### src/rtl/irq_prio_ctrl.sv
// Interrupt priority controller: edge-latched, masked sources with an irq/ack/eoi handshake.
// Latency: src rise -> pending after 1 edge -> irq after 2 edges; eoi -> next irq after 2 edges.
// Backpressure: irq holds until ack or until every request is masked off; one interrupt in service at a time.

module prio_enc #(
  parameter int WIDTH = 4
) (
  input  logic [(1<<WIDTH)-1:0] req,
  output logic [WIDTH-1:0]      idx
);

  // Scan upward so the highest set bit is the last one written; 0 when nothing is set.
  always_comb begin
    idx = '0;
    for (int i = 0; i < (1 << WIDTH); i++) begin
      if (req[i]) idx = WIDTH'(i);
    end
  end

endmodule

module irq_prio_ctrl #(
  parameter int WIDTH = 4
) (
  input  logic                  clk,
  input  logic                  reset,
  input  logic [(1<<WIDTH)-1:0] src,
  input  logic                  mask_we,
  input  logic [(1<<WIDTH)-1:0] mask_din,
  output logic [(1<<WIDTH)-1:0] mask,
  output logic [(1<<WIDTH)-1:0] pending,
  output logic                  irq,
  output logic [WIDTH-1:0]      vector,
  input  logic                  ack,
  input  logic                  eoi,
  output logic                  busy
);

  localparam int M = 1 << WIDTH;

  typedef enum logic [1:0] {
    IDLE    = 2'd0,
    REQ     = 2'd1,
    SERVICE = 2'd2
  } state_t;

  state_t           state_q, state_d;
  logic [M-1:0]     src_q;
  logic [M-1:0]     pending_q, pending_d;
  logic [M-1:0]     mask_q, mask_d;
  logic             irq_q, irq_d;
  logic [WIDTH-1:0] vector_q, vector_d;
  logic             busy_q, busy_d;

  logic [M-1:0]     edge_vec;
  logic [M-1:0]     clr_vec;
  logic [M-1:0]     req;
  logic [WIDTH-1:0] sel;

  assign edge_vec = src & ~src_q;
  assign req      = pending_q & mask_q;

  prio_enc #(.WIDTH(WIDTH)) u_prio_enc (
    .req (req),
    .idx (sel)
  );

  // Handshake sequencing and register next-state; a new edge wins over a same-cycle ack clear.
  always_comb begin
    state_d  = state_q;
    irq_d    = irq_q;
    vector_d = vector_q;
    busy_d   = busy_q;
    clr_vec  = '0;
    mask_d   = mask_we ? mask_din : mask_q;

    case (state_q)
      IDLE: begin
        if (req != '0) begin
          vector_d = sel;
          irq_d    = 1'b1;
          state_d  = REQ;
        end
      end
      REQ: begin
        if (req == '0) begin
          // Everything masked off: withdraw even if ack arrives now.
          irq_d   = 1'b0;
          state_d = IDLE;
        end else if (ack) begin
          clr_vec  = M'(1) << vector_q;
          irq_d    = 1'b0;
          busy_d   = 1'b1;
          state_d  = SERVICE;
        end else begin
          vector_d = sel;
        end
      end
      SERVICE: begin
        if (eoi) begin
          busy_d  = 1'b0;
          state_d = IDLE;
        end
      end
      default: begin
        irq_d   = 1'b0;
        busy_d  = 1'b0;
        state_d = IDLE;
      end
    endcase

    pending_d = (pending_q & ~clr_vec) | edge_vec;
  end

  // State registers; src history keeps tracking through reset so held-high sources make no edge.
  always_ff @(posedge clk) begin
    src_q <= src;
    if (reset) begin
      state_q   <= IDLE;
      pending_q <= '0;
      mask_q    <= '0;
      irq_q     <= 1'b0;
      vector_q  <= '0;
      busy_q    <= 1'b0;
    end else begin
      state_q   <= state_d;
      pending_q <= pending_d;
      mask_q    <= mask_d;
      irq_q     <= irq_d;
      vector_q  <= vector_d;
      busy_q    <= busy_d;
    end
  end

  assign mask    = mask_q;
  assign pending = pending_q;
  assign irq     = irq_q;
  assign vector  = vector_q;
  assign busy    = busy_q;

endmodule
### config.mk
export PLATFORM = sky130hd
export DESIGN_NAME = irq_prio_ctrl
export DESIGN_NICKNAME = d
export VERILOG_FILES = /design/src/rtl/irq_prio_ctrl.sv
export SDC_FILE = /design/constraint.sdc
export NUM_CORES = 1
export LEC_CHECK = 0
export CORE_MARGIN = 3
export CORE_UTILIZATION = 35
export DETAILED_ROUTE_END_ITERATION = 8
export DONT_BUFFER_PORTS = 1
export PLACE_DENSITY_LB_ADDON = 0.05
export SLEW_MARGIN = 30
export SYNTH_ARGS = -nofsm -noshare
export SYNTH_HDL_FRONTEND = slang
export SYNTH_SLANG_ARGS = --single-unit
### constraint.sdc
create_clock -name clk -period 1.5 [get_ports clk]
set_input_delay 0.3 -clock clk [delete_from_list [all_inputs] [get_ports clk]]
set_output_delay 0.3 -clock clk [all_outputs]
set_load 0.1 [all_outputs]
==> results.txt <==
status -> finished with violations
failing checks -> setup timing
first-pass GRT wire length -> 10.12 mm
Starting Density -> 0.3719
Post-route DRC -> 0
fraction of layout cells with a size suffix above 1 -> 0.4296
H-tree depth -> 2
CTS buffer count -> 5
Crit. End Element -> flip-flop
worst-margin pin slew -> 0.3356 ns
I/O pins -> 75
Synth Area per Inst -> 9.897 sq um
Placer Congestion -> 0.9143
CTS max path bufs -> 2
fin worst setup slack -> -0.1635 ns
GR Overflow Total -> 0
all-layer global routing usage -> 0.1803
Yosys reg bits -> 56
Power Density -> 1252 nW/um^2
vias in the first global route -> 1917
diodes inserted -> 0
mapped cell area -> 2098 sq um
CTS clk-pin slew, worst paths -> 0.10 ns
worst reg2reg setup slack -> -0.16 ns
nets@finish -> 327
Worst Hold Class -> input pin to flip-flop
max_cap viols -> 0
Rows -> 27
drt total wl -> 6.537 mm
ANT nets after route -> 0
final hold vios -> 0
Clock Root Buffer -> clkbuf_8
Tot Pwr -> 3.922 mW
dpl hpwl -> 4.803 mm
Die Y -> 83.43 microns
clock latency on the worst-skew pair -> 0.30 ns
initial antenna violation count -> 0
clock skew -> 0.006738 ns
CTS tree -> built
WL per Instance -> 18.01 microns
CP arrival -> 1.88 ns
Layout area overhead -> 49.31%
die area -> 6960 sq um
share of the synthesized area in the top cell type -> 0.5343
drt first pass iters -> 4
Peak VDD IR -> 686.4 uV
RSZ-0062 raised after global routing -> yes
Finish-stage setup viols -> 23
Synth area leaders -> dfxtp_1 53%, mux2i_1 7.6%, a21oi_1 5.7%
Leak Pwr -> 1.269 nW
IO Port Bufs -> 0
DIE WIDTH -> 83.43 microns
Post-Synthesis Cells -> 212
Slew HR -> 0.7763
period utilisation layout -> 1.109
max frequency -> 601.2 MHz
Netlist cell types -> 32
crit path launch type -> flip-flop
Ys Warns -> 0
Core Footprint -> 5642 sq um
min cycle time layout -> 1.663 ns
via count -> 1921
Crit Path Category -> flip-flop to flip-flop
Setup TNS -> -1.321 ns
syn_nets -> 249
CP Data Required Time -> 1.71 ns
Max FO, Critical Path -> 6
pre-CTS setup slack -> -0.1595 ns
leading area contributor after synthesis -> dfxtp_1
largest net degree at the start of global routing -> 41
vias per cell -> 5.292
fin. max-slew vios -> 0
sequential cell area fraction in the yosys report -> 0.5343
CTS Sinks -> 56
initial DRC count -> 106
cell families after synthesis:
kind of cell | count (synthesis) | share of synthesized area
flip-flops | 56 | 0.5343
AO/OA/AOI/OAI | 65 | 0.2147
AND/OR/NAND/NOR | 66 | 0.1544
buffers and inverters | 9 | 0.02027
multiplexers | 16 | 0.07633
Yosys cell counts (all sizes together):
cell	n
dfxtp	56
a21oi	24
nor2	20
nand2	18
nand2b	18
mux2i	16
o31ai	12
a22oi	10
clkbuf	5
o41ai	4
a31oi	3
o21ai	3
a221oi	2
a22o	2
buf	2
inv	2
nand3	2
nand4	2
a211o	1
a21bo	1
a311oi	1
nand3b	1
nor2b	1
nor3	1
o211ai	1
o311ai	1
or2	1
or3	1
or3b	1
worst max-delay path, stage by stage, from the launching register on:
cell and delay [ns]:
dfxtp_4 0.36, a22oi_2 0.27, nand4_4 0.16, buf_6 0.16
o21ai_4 0.23, buf_6 0.14, a311oi_2 0.03, nor3_1 0.23
flip-flops by register name, summed over array words and instances, names as in the netlist:
register and cells:
busy 1, irq 1, mask 16, pending 16
src_q 16, state_q 2, vector 4
placed cells by master, fill, tap and decap left out, types with 2 or more instances in the layout:
master / n
dfxtp_2: 4
a31oi_1: 3
buf_6: 5
dfxtp_4: 33
a22oi_2: 8
clkbuf_8: 6
inv_1: 2
dlygate4sd3_1: 16
a22o_1: 2
o31ai_1: 12
a21oi_1: 23
nand2b_1: 18
nand3_1: 2
mux2i_1: 16
nand2_1: 17
dfxtp_1: 19
nor2_1: 19
a22oi_1: 2
o41ai_1: 4
buf_4: 56
timing repair:
item	4_1_cts	5_1_grt
setup endpoints to repair	23	24
buffers inserted	5	4
endpoints found under the hold margin	0	16
hold buffers	0	16
resized for setup	10	7
pin swaps	7	8
power by group:
part	switching, mW	internal [mW]
clock	0.464	0.538
sequential	0.113	1.58
combinational	0.863	0.362
total	1.44	2.48
per-stage QoR:
| step | hold WS (ns) | cells | util | instance area (sq um) |
|---|---|---|---|---|
| floorplan | 0.3277 | 212 | - | 2252 |
| global placement | 0.3278 | 330 | 0.4817 | 2718 |
| detailed placement | 0.3278 | 330 | 0.4817 | 2718 |
| CTS | 0.007056 | 343 | 0.5165 | 2914 |
| global route | 0.03041 | 363 | 0.5553 | 3133 |
| finish | 0.05019 | 363 | 0.5553 | 3133 |
layout make-up:
cell class	count	area, sq um
fill	508	2509
timing repair buffer	78	656.9
clock buffer	6	82.58
multi-input combinational	147	1012
clock inverter	2	33.78
sequential	56	1250
tap	72	90.09
inverter	2	7.507
layer usage:
metal,global-route usage,vias to the layer above,routed length (microns)
met3,0.06647,8,517
met5,0,-,0
met4,0.04678,0,70
li1,-,927,-
met1,0.2377,901,2924
met2,0.2792,85,3024
final timing paths:
kind | from | end | depth (start not counted)
max | mask[12] | vector[2] | 7
min | reset | mask[10] | 1
max reg2reg | mask[12] | vector[2] | 7
min reg2reg | busy | busy | 2
Power figures use the tool's default switching activity.
==> RTL change 1 (config.mk and constraints unchanged) <==
`WIDTH` is set to 4 in 2 places; all go to 3.
--- a/src/rtl/irq_prio_ctrl.sv
+++ b/src/rtl/irq_prio_ctrl.sv
@@ -3,7 +3,7 @@
 // Backpressure: irq holds until ack or until every request is masked off; one interrupt in service at a time.
 
 module prio_enc #(
-  parameter int WIDTH = 4
+  parameter int WIDTH = 3
 ) (
   input  logic [(1<<WIDTH)-1:0] req,
   output logic [WIDTH-1:0]      idx
@@ -20,7 +20,7 @@
 endmodule
 
 module irq_prio_ctrl #(
-  parameter int WIDTH = 4
+  parameter int WIDTH = 3
 ) (
   input  logic                  clk,
   input  logic                  reset,
Ports: changed (5 resized); port bits go from 75 to 42. The function was not compared with the original's and may differ.
==> RTL change 1 against the original RTL <==
- sequential cell count down 25
- wire length down 54%
- synthesized area fell by 41%
- final area decreased by 48%
- largest power group unchanged
- sequential power shrank 45%
- non-clock buffer count is 48 lower
- critical path type is now reg2out
- via count decreased by 47%
- worst setup slack better by 0.28 ns
- largest cell class unchanged
- maximum frequency increased by 20%
- power down 50%
- clock power fell by 55%
- critical path depth is 6 lower
- utilization is 7.3 points lower
==> RTL change 1: results <==
{
  "fillCellCount": 333,
  "clockRootBuffer": "clkbuf_4",
  "ys_seq_area_share_pct": 49.8,
  "fin_skew_ns": 0.0171,
  "critPathMaxStageDelay_ns": 0.44,
  "ys_top_cells_by_area": "dfxtp_1, mux2i_1, o21bai_1",
  "grt_max_degree": 24,
  "nonClockBufferCount": 30,
  "drt_iter0_markers": 42,
  "multi_input_area_sq_um": 598,
  "grt_pass1_wl_microns": 4600,
  "rr_startpoint": "pending[2]$_SDFF_PP0_",
  "p_leak_nw": 0.677,
  "syn_inst": 118,
  "cp_top_family": "flip-flops",
  "drive_gt1_share_pct": 36.4,
  "use_met2_pct": 23.5,
  "outcome": "finished, final reports clean",
  "post-place-ws_ns": 0.161,
  "final_nets": 171,
  "synth-compound-area-share_pct": 25.5,
  "whs_ns": 0.0287,
  "ys_top_cells_by_count": "dfxtp_1, nor2_1, a21oi_1, mux2i_1, nand2_1",
  "ctsHoldBuffers": 8,
  "powerDensity_nw_per_um2": 1200,
  "firstDrtPassIters": 5,
  "hold_path_end": "vector[2]$_SDFFE_PP0P_",
  "max-vdd-ir-drop_mv": 0.542,
  "pg_comb_mw": 0.565,
  "nClkBuffers": 7,
  "rrSetupSlack_ns": 0.15,
  "crit_slowest_cell": "dfxtp_2",
  "maxSlewHeadroom_pct": 79.6,
  "use_met3_pct": 5.81,
  "drt_wl_total_microns": 2990,
  "hpwlAfterDp_microns": 2180,
  "postLayoutCoreUtil_pct": 48.2,
  "cts_resized": 0,
  "grt_pass1_vias": 983,
  "ys_ff_latch": 31,
  "inverters": 1,
  "dp.cells": 181,
  "synth.distinct_cells": 28,
  "vias": 1027,
  "worstHoldPathType": "in2reg",
  "bufAreaShareNonClock_pct": 15.0,
  "gp_congestion": 0.813,
  "insertion_delay_ns": 0.32,
  "regArea_sq_um": 679,
  "crit_arrival_ns": 1.08,
  "clock_area_share_pct": 3.06
}
## RTL change 1: cell types whose count changed in the layout (fill, tap and decap cells not counted), moves of 10 or more
cell      before  now
nor2_1        19    9
o31ai_1       12    0
dfxtp_4       33   14
nand2b_1      18    2
buf_4         56   22
a21oi_1       23    8
## RTL change 1: worst max path at each step
stage	endpoint	cells past startpoint	startpoint
finish	vector[2]	1	vector[2]$_SDFFE_PP0P_
CTS	vector[2]	1	vector[2]$_SDFFE_PP0P_
detailed placement	pending[6]$_SDFF_PP0_	4	pending[2]$_SDFF_PP0_
global placement	pending[6]$_SDFF_PP0_	4	pending[2]$_SDFF_PP0_
floorplan	irq$_SDFFE_PP0P_	5	mask[7]$_SDFFE_PP0P_
global route	irq$_SDFFE_PP0P_	5	pending[2]$_SDFF_PP0_
## RTL change 1: metal layers
metal	share of wire, %	vias up
li1	-	499
met1	42	485
met2	48	38
met3	8.9	5
met4	1.1	0
met5	0	-
==> RTL change 2 (config.mk and constraints unchanged) <==
Made on the original files. Re-encode `state_t` (3 states) as one-hot, 3 bits wide.
--- a/src/rtl/irq_prio_ctrl.sv
+++ b/src/rtl/irq_prio_ctrl.sv
@@ -38,10 +38,10 @@
 
   localparam int M = 1 << WIDTH;
 
-  typedef enum logic [1:0] {
-    IDLE    = 2'd0,
-    REQ     = 2'd1,
-    SERVICE = 2'd2
+  typedef enum logic [2:0] {
+    IDLE    = 3'b001,
+    REQ     = 3'b010,
+    SERVICE = 3'b100
   } state_t;
 
   state_t           state_q, state_d;
Function: same outputs for any inputs over 10 cycles, from zero or initial values and one cycle with reset high; not proved beyond that.
==> RTL change 2 against the original RTL <==
- the run still ends with setup timing left
- final area grew 14%
- maximum frequency grew 9.9%
- combinational power grew 17%
- final cell count grew 9.1%
- wire length grew 3.8%
- power grew 16%
- worst setup slack gained 0.15 ns
- sequential cell count grew 1
- sequential share of layout area shrank 4.2 points
- non-clock buffer count grew 8
- synthesized area grew 5.1%
==> RTL change 2: results <==
{
  "drt_wl_total_microns": 6780,
  "grt_pass1_vias": 2255,
  "fin_skew_ns": 0.0101,
  "clk-power_mw": 1.41,
  "clk_pin_slew_ns": 0.06,
  "wl_met2_microns": 3330,
  "finalPower_mw": 4.56,
  "drt_iter0_markers": 50,
  "use_met2_pct": 31.4,
  "ys_top_cells_by_count": "dfxtp_1, nor2_1, nand2b_1",
  "gp_congestion": 0.893,
  "met1_length_microns": 2930,
  "track_usage_pct": 19.1,
  "grt_pass1_wl_microns": 10900,
  "crit_arrival_ns": 1.76,
  "cts_inserted_buffers": 9,
  "rr_startpoint": "pending[6]$_SDFF_PP0_",
  "grt_max_degree": 42,
  "max-vdd-ir-drop_mv": 0.690,
  "vias_per_cell": 5.28,
  "final_nets": 353,
  "violations": "setup timing",
  "synth-compound-area-share_pct": 20.3,
  "synth.distinct_cells": 37,
  "whs_ns": 0.0306,
  "setup-violations-final": 2,
  "coreArea_sq_um": 6030,
  "use_met3_pct": 7.18,
  "r2r_end": "pending[1]$_SDFF_PP0_",
  "ys_seq_area_share_pct": 51.7,
  "hold_path_end": "pending[15]$_SDFF_PP0_",
  "outcome": "finished, violations left",
  "setup_slack_ns": -0.0141,
  "drive_gt1_share_pct": 49.2,
  "muxShareOfSynthArea_pct": 7.71,
  "worstHoldPathType": "in2reg",
  "grt.met1_usage_pct": 23.8,
  "p_leak_nw": 1.46,
  "synth-xor-area-share_pct": 0.397,
  "met3_wirelength_microns": 439,
  "maxSlewHeadroom_pct": 58.7,
  "htreeDepth": 3,
  "synth.net_count": 265,
  "insertion_delay_ns": 0.33,
  "hpwlAfterDp_microns": 5030
}
RTL change 2: area by class of cell:
type                       instances  area [sq um]
timing repair buffer              86           724
sequential                        57          1270
clock inverter                     1          5.00
inverter                           1          3.75
tap                               75          93.8
clock buffer                      15           198
fill                             530          2460
multi-input combinational        161          1260
RTL change 2: critical path: cells and delay by family (launching register included):
| family | cells | cell delay, ns |
|---|---|---|
| AO/OA/AOI/OAI | 3 | 0.47 |
| buffers and inverters | 2 | 0.33 |
| flip-flops | 1 | 0.35 |
| AND/OR/NAND/NOR | 2 | 0.29 |
RTL change 2: repair_timing:
item                                    in CTS  in global routing
pin swaps                                   10                 13
hold endpoints to repair                    16                  0
resized for setup                           12                 20
hold buffers                                16                  0
cloned                                       0                  0
endpoints found under the setup margin      13                 22
setup buffers                                2                  1
RTL change 2: stage by stage:
stage	setup slack [ns]	setup TNS, ns	cell area (sq um)	instances
global route	-0.0851	-1.14	3560	396
finish	-0.0141	-0.0246	3560	396
global placement	-0.0592	-0.299	3000	361
detailed placement	-0.0660	-0.479	3000	361
floorplan	-0.123	-1.45	2440	228
CTS	-0.00465	-0.0115	3440	395
RTL change 2: worst max path at each step:
stage	cells after the start	endpoint	startpoint
after floorplan	6	busy$_SDFFE_PP0P_	mask[14]$_SDFFE_PP0P_
after global placement	7	pending[9]$_SDFF_PP0_	pending[1]$_SDFF_PP0_
after detailed placement	6	vector[0]$_SDFFE_PP0P_	pending[1]$_SDFF_PP0_
after CTS	7	pending[1]$_SDFF_PP0_	pending[2]$_SDFF_PP0_
after global routing	7	pending[8]$_SDFF_PP0_	pending[6]$_SDFF_PP0_
final	7	pending[1]$_SDFF_PP0_	pending[6]$_SDFF_PP0_
